`config.mk`:
```
export PLATFORM = sky130hd
export DESIGN_NAME = wshb_arbiter_rr_flat
export DESIGN_NICKNAME = d
export VERILOG_FILES = /design/src/rtl/wshb_arb_pkg.sv /design/src/rtl/wshb_arbiter_rr_if.sv /design/src/rtl/wshb_rr_pick.sv /design/src/rtl/wshb_arbiter_rr.sv /design/src/flat_wrapper.sv
export SDC_FILE = /design/constraint.sdc
export NUM_CORES = 1
export LEC_CHECK = 0
export CORE_ASPECT_RATIO = 0.9
export CORE_MARGIN = 1
export CORE_UTILIZATION = 30
export DETAILED_ROUTE_END_ITERATION = 12
export PLACE_DENSITY = 0.49
export SYNTH_ARGS = -nofsm -noshare
export SYNTH_HDL_FRONTEND = slang
export SYNTH_SLANG_ARGS = --single-unit
```
`constraint.sdc`:
```
create_clock -name clk -period 4.9 [get_ports clk]
set_clock_uncertainty 0.15 [all_clocks]
set_input_delay 0.735 -clock clk [delete_from_list [all_inputs] [get_ports clk]]
set_output_delay 0.735 -clock clk [all_outputs]
set_load 0.05 [all_outputs]
```
`src/rtl/wshb_arb_pkg.sv`:
```
// wshb_arb_pkg: shared constants, state type and index-width helper for the round-robin arbiter
package wshb_arb_pkg;
  localparam logic [2:0] CTI_CLASSIC = 3'b000;
  localparam logic [2:0] CTI_EOB     = 3'b111;
  typedef enum logic {IDLE, GRANTED} state_t;
  function automatic int idx_w(input int n);
    return (n > 1) ? $clog2(n) : 1;
  endfunction
endpackage

```
`src/rtl/wshb_arbiter_rr_if.sv`:
```
// wshb_arbiter_rr_if: request/grant bundle between Wishbone masters and the round-robin arbiter
interface wshb_arbiter_rr_if
  import wshb_arb_pkg::*;
#(parameter int NB_MASTERS = 3);
  localparam int IDX_W = idx_w(NB_MASTERS);
  logic [NB_MASTERS-1:0] req;
  logic [NB_MASTERS-1:0] urgent;
  logic                  ack;
  logic [2:0]            cti;
  logic [NB_MASTERS-1:0] grant;
  logic [IDX_W-1:0]      grant_idx;
  logic                  grant_valid;
  logic                  preempted;
  modport master (output req, urgent, ack, cti, input grant, grant_idx, grant_valid, preempted);
  modport slave  (input req, urgent, ack, cti, output grant, grant_idx, grant_valid, preempted);
endinterface

```
`src/rtl/wshb_rr_pick.sv`:
```
// wshb_rr_pick: round-robin search of a request vector starting just after the last winner
module wshb_rr_pick #(
  parameter int N = 3,
  parameter int W = 2
) (
  input  logic [N-1:0] req,
  input  logic [W-1:0] last,
  output logic [N-1:0] onehot,
  output logic [W-1:0] idx,
  output logic         any
);
  always_comb begin
    onehot = '0;
    idx = '0;
    any = 1'b0;
    for (int k = 1; k <= N; k++) begin
      int j;
      j = (int'(last) + k) % N;
      if (!any && req[j]) begin
        any = 1'b1;
        idx = W'(j);
        onehot[j] = 1'b1;
      end
    end
  end
endmodule

```
`src/rtl/wshb_arbiter_rr.sv`:
```
// wshb_arbiter_rr: registered round-robin bus arbiter with ack quota and burst-boundary urgent preemption
module wshb_arbiter_rr
  import wshb_arb_pkg::*;
#(
  parameter int NB_MASTERS = 3,
  parameter int QUANTUM = 64
) (
  input logic clk,
  input logic rst,
  wshb_arbiter_rr_if.slave bus
);
  localparam int IDX_W = idx_w(NB_MASTERS);
  localparam int CNT_W = $clog2(QUANTUM + 1);
  localparam logic [CNT_W-1:0] QMAX = CNT_W'(QUANTUM);
  state_t                state;
  logic [IDX_W-1:0]      last;
  logic [CNT_W-1:0]      cnt;
  logic [NB_MASTERS-1:0] grant;
  logic [IDX_W-1:0]      grant_idx;
  logic                  grant_valid;
  logic                  preempted;
  logic [NB_MASTERS-1:0] u_oh, r_oh;
  logic [IDX_W-1:0]      u_idx, r_idx;
  logic                  u_any, r_any;
  logic                  boundary, rel_norm, rel_quota, rel_urg;
  logic [CNT_W-1:0]      cnt_nx;
  wshb_rr_pick #(.N(NB_MASTERS), .W(IDX_W)) u_pick_urg (
    .req(bus.req & bus.urgent), .last(last), .onehot(u_oh), .idx(u_idx), .any(u_any)
  );
  wshb_rr_pick #(.N(NB_MASTERS), .W(IDX_W)) u_pick_req (
    .req(bus.req), .last(last), .onehot(r_oh), .idx(r_idx), .any(r_any)
  );
  always_comb begin
    boundary  = bus.ack && (bus.cti == CTI_CLASSIC || bus.cti == CTI_EOB);
    cnt_nx    = (bus.ack && cnt < QMAX) ? cnt + CNT_W'(1) : cnt;
    rel_norm  = !bus.req[grant_idx];
    rel_quota = boundary && cnt_nx >= QMAX && |(bus.req & ~grant);
    rel_urg   = boundary && !bus.urgent[grant_idx] && |(bus.req & bus.urgent & ~grant);
  end
  // Release always passes through IDLE so the bus sees at least one ownerless cycle
  always_ff @(posedge clk or posedge rst) begin
    if (rst) begin
      state <= IDLE;
      grant <= '0;
      grant_idx <= '0;
      grant_valid <= 1'b0;
      preempted <= 1'b0;
      last <= IDX_W'(NB_MASTERS - 1);
      cnt <= '0;
    end else begin
      preempted <= 1'b0;
      if (state == IDLE) begin
        if (r_any) begin
          state <= GRANTED;
          grant <= u_any ? u_oh : r_oh;
          grant_idx <= u_any ? u_idx : r_idx;
          last <= u_any ? u_idx : r_idx;
          grant_valid <= 1'b1;
          cnt <= '0;
        end
      end else begin
        cnt <= cnt_nx;
        if (rel_norm || rel_quota || rel_urg) begin
          state <= IDLE;
          grant <= '0;
          grant_valid <= 1'b0;
          preempted <= !rel_norm;
        end
      end
    end
  end
  assign bus.grant = grant;
  assign bus.grant_idx = grant_idx;
  assign bus.grant_valid = grant_valid;
  assign bus.preempted = preempted;
endmodule

```
`src/flat_wrapper.sv`:
```
// flat-port wrapper written by rule: the top's interface ports become plain ports
module wshb_arbiter_rr_flat import wshb_arb_pkg::*;
#(
  parameter int NB_MASTERS = 3,
  parameter int QUANTUM = 64
)
  (clk, rst, bus_req, bus_urgent, bus_ack, bus_cti, bus_grant, bus_grant_idx, bus_grant_valid, bus_preempted);
  wshb_arbiter_rr_if #(.NB_MASTERS(NB_MASTERS)) bus_i ();
  input logic clk;
  input logic rst;
  input wire logic [$bits(bus_i.req)-1:0] bus_req;
  input wire logic [$bits(bus_i.urgent)-1:0] bus_urgent;
  input wire logic [$bits(bus_i.ack)-1:0] bus_ack;
  input wire logic [$bits(bus_i.cti)-1:0] bus_cti;
  output wire logic [$bits(bus_i.grant)-1:0] bus_grant;
  output wire logic [$bits(bus_i.grant_idx)-1:0] bus_grant_idx;
  output wire logic [$bits(bus_i.grant_valid)-1:0] bus_grant_valid;
  output wire logic [$bits(bus_i.preempted)-1:0] bus_preempted;
  assign bus_i.req = bus_req;
  assign bus_i.urgent = bus_urgent;
  assign bus_i.ack = bus_ack;
  assign bus_i.cti = bus_cti;
  assign bus_grant = bus_i.grant;
  assign bus_grant_idx = bus_i.grant_idx;
  assign bus_grant_valid = bus_i.grant_valid;
  assign bus_preempted = bus_i.preempted;
  wshb_arbiter_rr #(.NB_MASTERS(NB_MASTERS), .QUANTUM(QUANTUM)) u_core (.clk(clk), .rst(rst), .bus(bus_i));
endmodule
```
==> reports/metrics.json <==
{
  "detailed_routing": {
    "route.antenna.remaining_nets": 0,
    "drt_wl_total_um": 4510,
    "route.detailed.drc": 0,
    "drt_iter0_markers": 230,
    "routed-via-count": 1638,
    "first_pass_iters": 4,
    "routed_wire_length_per_instance_um": 16.6,
    "via_per_inst": 6.02
  },
  "clock_tree": {
    "clock_tree.buffer_depth": 2,
    "cts_tree": "done",
    "cts.hold.buffers_added": 0,
    "cts_post_setup_buffers_inserted": 0,
    "clk_pin_slew_ns": 0.07,
    "cts_repair_resize_count": 0,
    "clock_sink_count": 16,
    "clk_root_buffer_cell": "clkbuf_8",
    "numCtsBuffers": 3,
    "cts-htree-levels": 1,
    "clock_insertion_delay_worst_skew_ns": 0.25
  },
  "pwr": {
    "power_per_cell_area_nw_per_um2": 654,
    "power.leakage_nw": 0.724,
    "irDropWorstVdd_mv": 0.252
  },
  "sta": {
    "rsz0062_at_grt": "false",
    "postLayoutSetupSlackWorst_ns": 1.80,
    "timing.fmax_ghz": 0.322,
    "tns_ns": 0,
    "final.min_clock_period_ns": 3.10,
    "hold_violations": 0,
    "timing.final.max_slew_violations": 0,
    "finalCritPeriodShare_pct": 63.3,
    "worst_slew_pin_slew_ns": 0.969,
    "timing.slew.headroom_pct": 35.4,
    "setup_viol": 0
  },
  "placement": {
    "dpl_worst_slack_ns": 1.56,
    "count_of_buffers_inserted_at_the_top_level_ports": 18,
    "gp_congestion": 0.865,
    "place_hpwl_um": 3300,
    "post_dp_cell_area_um2": 1790,
    "placed_cells": 268
  },
  "floorplan": {
    "initial_utilization_pct": 32.2,
    "core_um2": 5010,
    "rows": 24,
    "die_area_um2": 5680,
    "ios": 19,
    "dieHeight_um": 71.6,
    "die_width_um": 79.3
  },
  "final_layout": {
    "finish.cell_count_without_fillers": 272,
    "layout.core_utilization_pct": 36.7,
    "antenna_cells": 0,
    "area_delta_synth_final_pct": 14.0,
    "fin_area_um2": 1840,
    "most_common_library_cell_in_the_layout_ignoring_fill_and_taps": "nand2_1",
    "mostFrequentLayoutCells": "nand2_1, clkdlybuf4s50_1, o21ai_0",
    "num-nets-final": 225,
    "final_layout_size_suffix_gt1_share_pct": 6.28
  },
  "setup_path": {
    "cp_num_buf_inv": 1,
    "worst-endpoint-arrival_ns": 3.09,
    "cp-end-kind": "flip-flop",
    "cp-start-kind": "input pin",
    "worst-path-max-fanout": 21,
    "crit_family": "buffers and inverters",
    "crit_path_cell_trace": "clkdlybuf4s50_1 -> nand2_1 -> or4b_1 -> a21oi_1 -> o31ai_1 -> a32o_1",
    "critical_path.slowest_cell": "clkdlybuf4s50_1",
    "worst_path_largest_cell_delay_ns": 0.95,
    "worstSetupPathType": "in -> reg",
    "crit_required_ns": 4.89
  },
  "run": {
    "drv.max_cap_violation_count": 0
  },
  "synth": {
    "async_reset_ff_share_pct": 100,
    "syn_area_per_cell_um2": 8.04,
    "synth-edff-count": 0,
    "ys_dominant_reg_cell": "dfrtp_1",
    "distinct_cells_synth": 64,
    "number_of_synthesized_register_bits": 16,
    "yosys_warnings": 0,
    "gate_count_post_synth": 201,
    "syn-cell-area_um2": 1620,
    "mappedNetlistNets": 218,
    "ys_seq_area_share_pct": 24.9
  },
  "grt": {
    "grt_start_max_net_pins": 33,
    "grt_antenna_before_repair": 0,
    "groute.usage.overall_pct": 16.5,
    "grt_overflow": 0,
    "first_global_vias": 1479,
    "first_pass_grt_wire_length_um": 7360
  },
  "worst_hold_path": {
    "min-delay-path-class": "reg -> reg"
  },
  "run_status": {
    "run_status": "complete, no violations"
  }
}
-- synthesized netlist by cell type (2+ instances only) --
library cell  number  area, µm²
o31ai_1            5       37.5
nor3b_1            2       15.0
a211o_1            3       26.3
a22oi_1            2       15.0
o21a_1             2       15.0
a211oi_1           3       22.5
nand2_1           19       71.3
o21bai_1           3       22.5
buf_2             12       60.1
dfrtp_1           15        375
a32o_1             2       20.0
ha_1               5       62.6
o22ai_1            2       12.5
nor4bb_1           3       30.0
nand4_1            3       18.8
nand3_1            5       25.0
nor2b_1            5       31.3
a21o_1             2       15.0
o211ai_1           2       15.0
nor2_1            13       48.8
buf_4              3       22.5
a221o_1            2       20.0
a31oi_1            4       25.0
o21ba_2            2       20.0
mux2i_1            3       30.0
and3_1             2       12.5
nand2b_1           4       25.0
nor3_1             2       10.0
o21ai_0           16       80.1
o2bb2ai_1          3       26.3
nand4b_1           6       52.6
a21oi_1            8       40.0
inv_1              7       26.3
-- registers in the layout (all words and copies together), names as in the netlist --
name	cells
u_core.bus.grant	3
u_core.bus.grant_idx	1
u_core.bus.grant_valid	1
u_core.bus.preempted	1
u_core.cnt	7
u_core.last	2
u_core.state	1
-- per-layer routing --
layer / up-vias / track usage [%] / wire [µm]
li1: 779 / - / -
met3: 12 / 3.57 / 277
met4: 0 / 4.24 / 101
met2: 59 / 25.4 / 1950
met5: - / 0 / 0
met1: 788 / 23.4 / 2190
-- path summary, 6_finish.rpt --
kind	startpoint	endpoint	slack [ns]	cells past startpoint
worst max-delay path	bus_req[1]	u_core.bus.grant[0]$_DFFE_PP0P_	1.80	6
worst min-delay path	u_core.bus.grant_valid$_DFFE_PP0P_	u_core.bus.grant_valid$_DFFE_PP0P_	0.33	1
worst max register to register	u_core.last[0]$_DFFE_PP0P_	u_core.bus.grant[2]$_DFFE_PP0P_	1.87	7
worst min register to register	u_core.bus.grant_valid$_DFFE_PP0P_	u_core.bus.grant_valid$_DFFE_PP0P_	0.33	1
max in group asynchronous	rst	u_core.cnt[5]$_DFFE_PP0P_	3.47	2
min in group asynchronous	rst	u_core.cnt[1]$_DFFE_PP0P_	0.72	2
-- cell families after synthesis --
kind of cell | count (synthesis) | synth area share (%)
compound gates | 76 | 34.2
simple gates | 74 | 26.1
buf+inv | 25 | 7.90
flops | 16 | 24.9
fa+ha+maj | 6 | 4.49
mux | 3 | 1.86
xor+xnor | 1 | 0.542
-- area by class of cell --
| cell class | instances | area, µm² |
|---|---|---|
| flip-flops and latches | 16 | 402 |
| clock buffers | 4 | 55.1 |
| inverters | 8 | 30.0 |
| repair buffers | 19 | 188 |
| well taps | 65 | 81.3 |
| fillers | 499 | 3170 |
| multi-input cells | 160 | 1090 |
-- report_power, final --
group / leakage, nW / internal, mW / switching, mW
Combinational: 0.489 / 0.331 / 0.526
Sequential: 0.207 / 0.177 / 0.0517
Clock: 0.0288 / 0.0712 / 0.0466
-- through the flow --
step	hold WS, ns	power [mW]
floorplan	0.294	0.905
global placement	0.326	1.10
detailed placement	0.317	1.07
CTS	0.338	1.20
global route	0.353	1.30
finish	0.329	1.20
(Power assumes the default switching activity.)
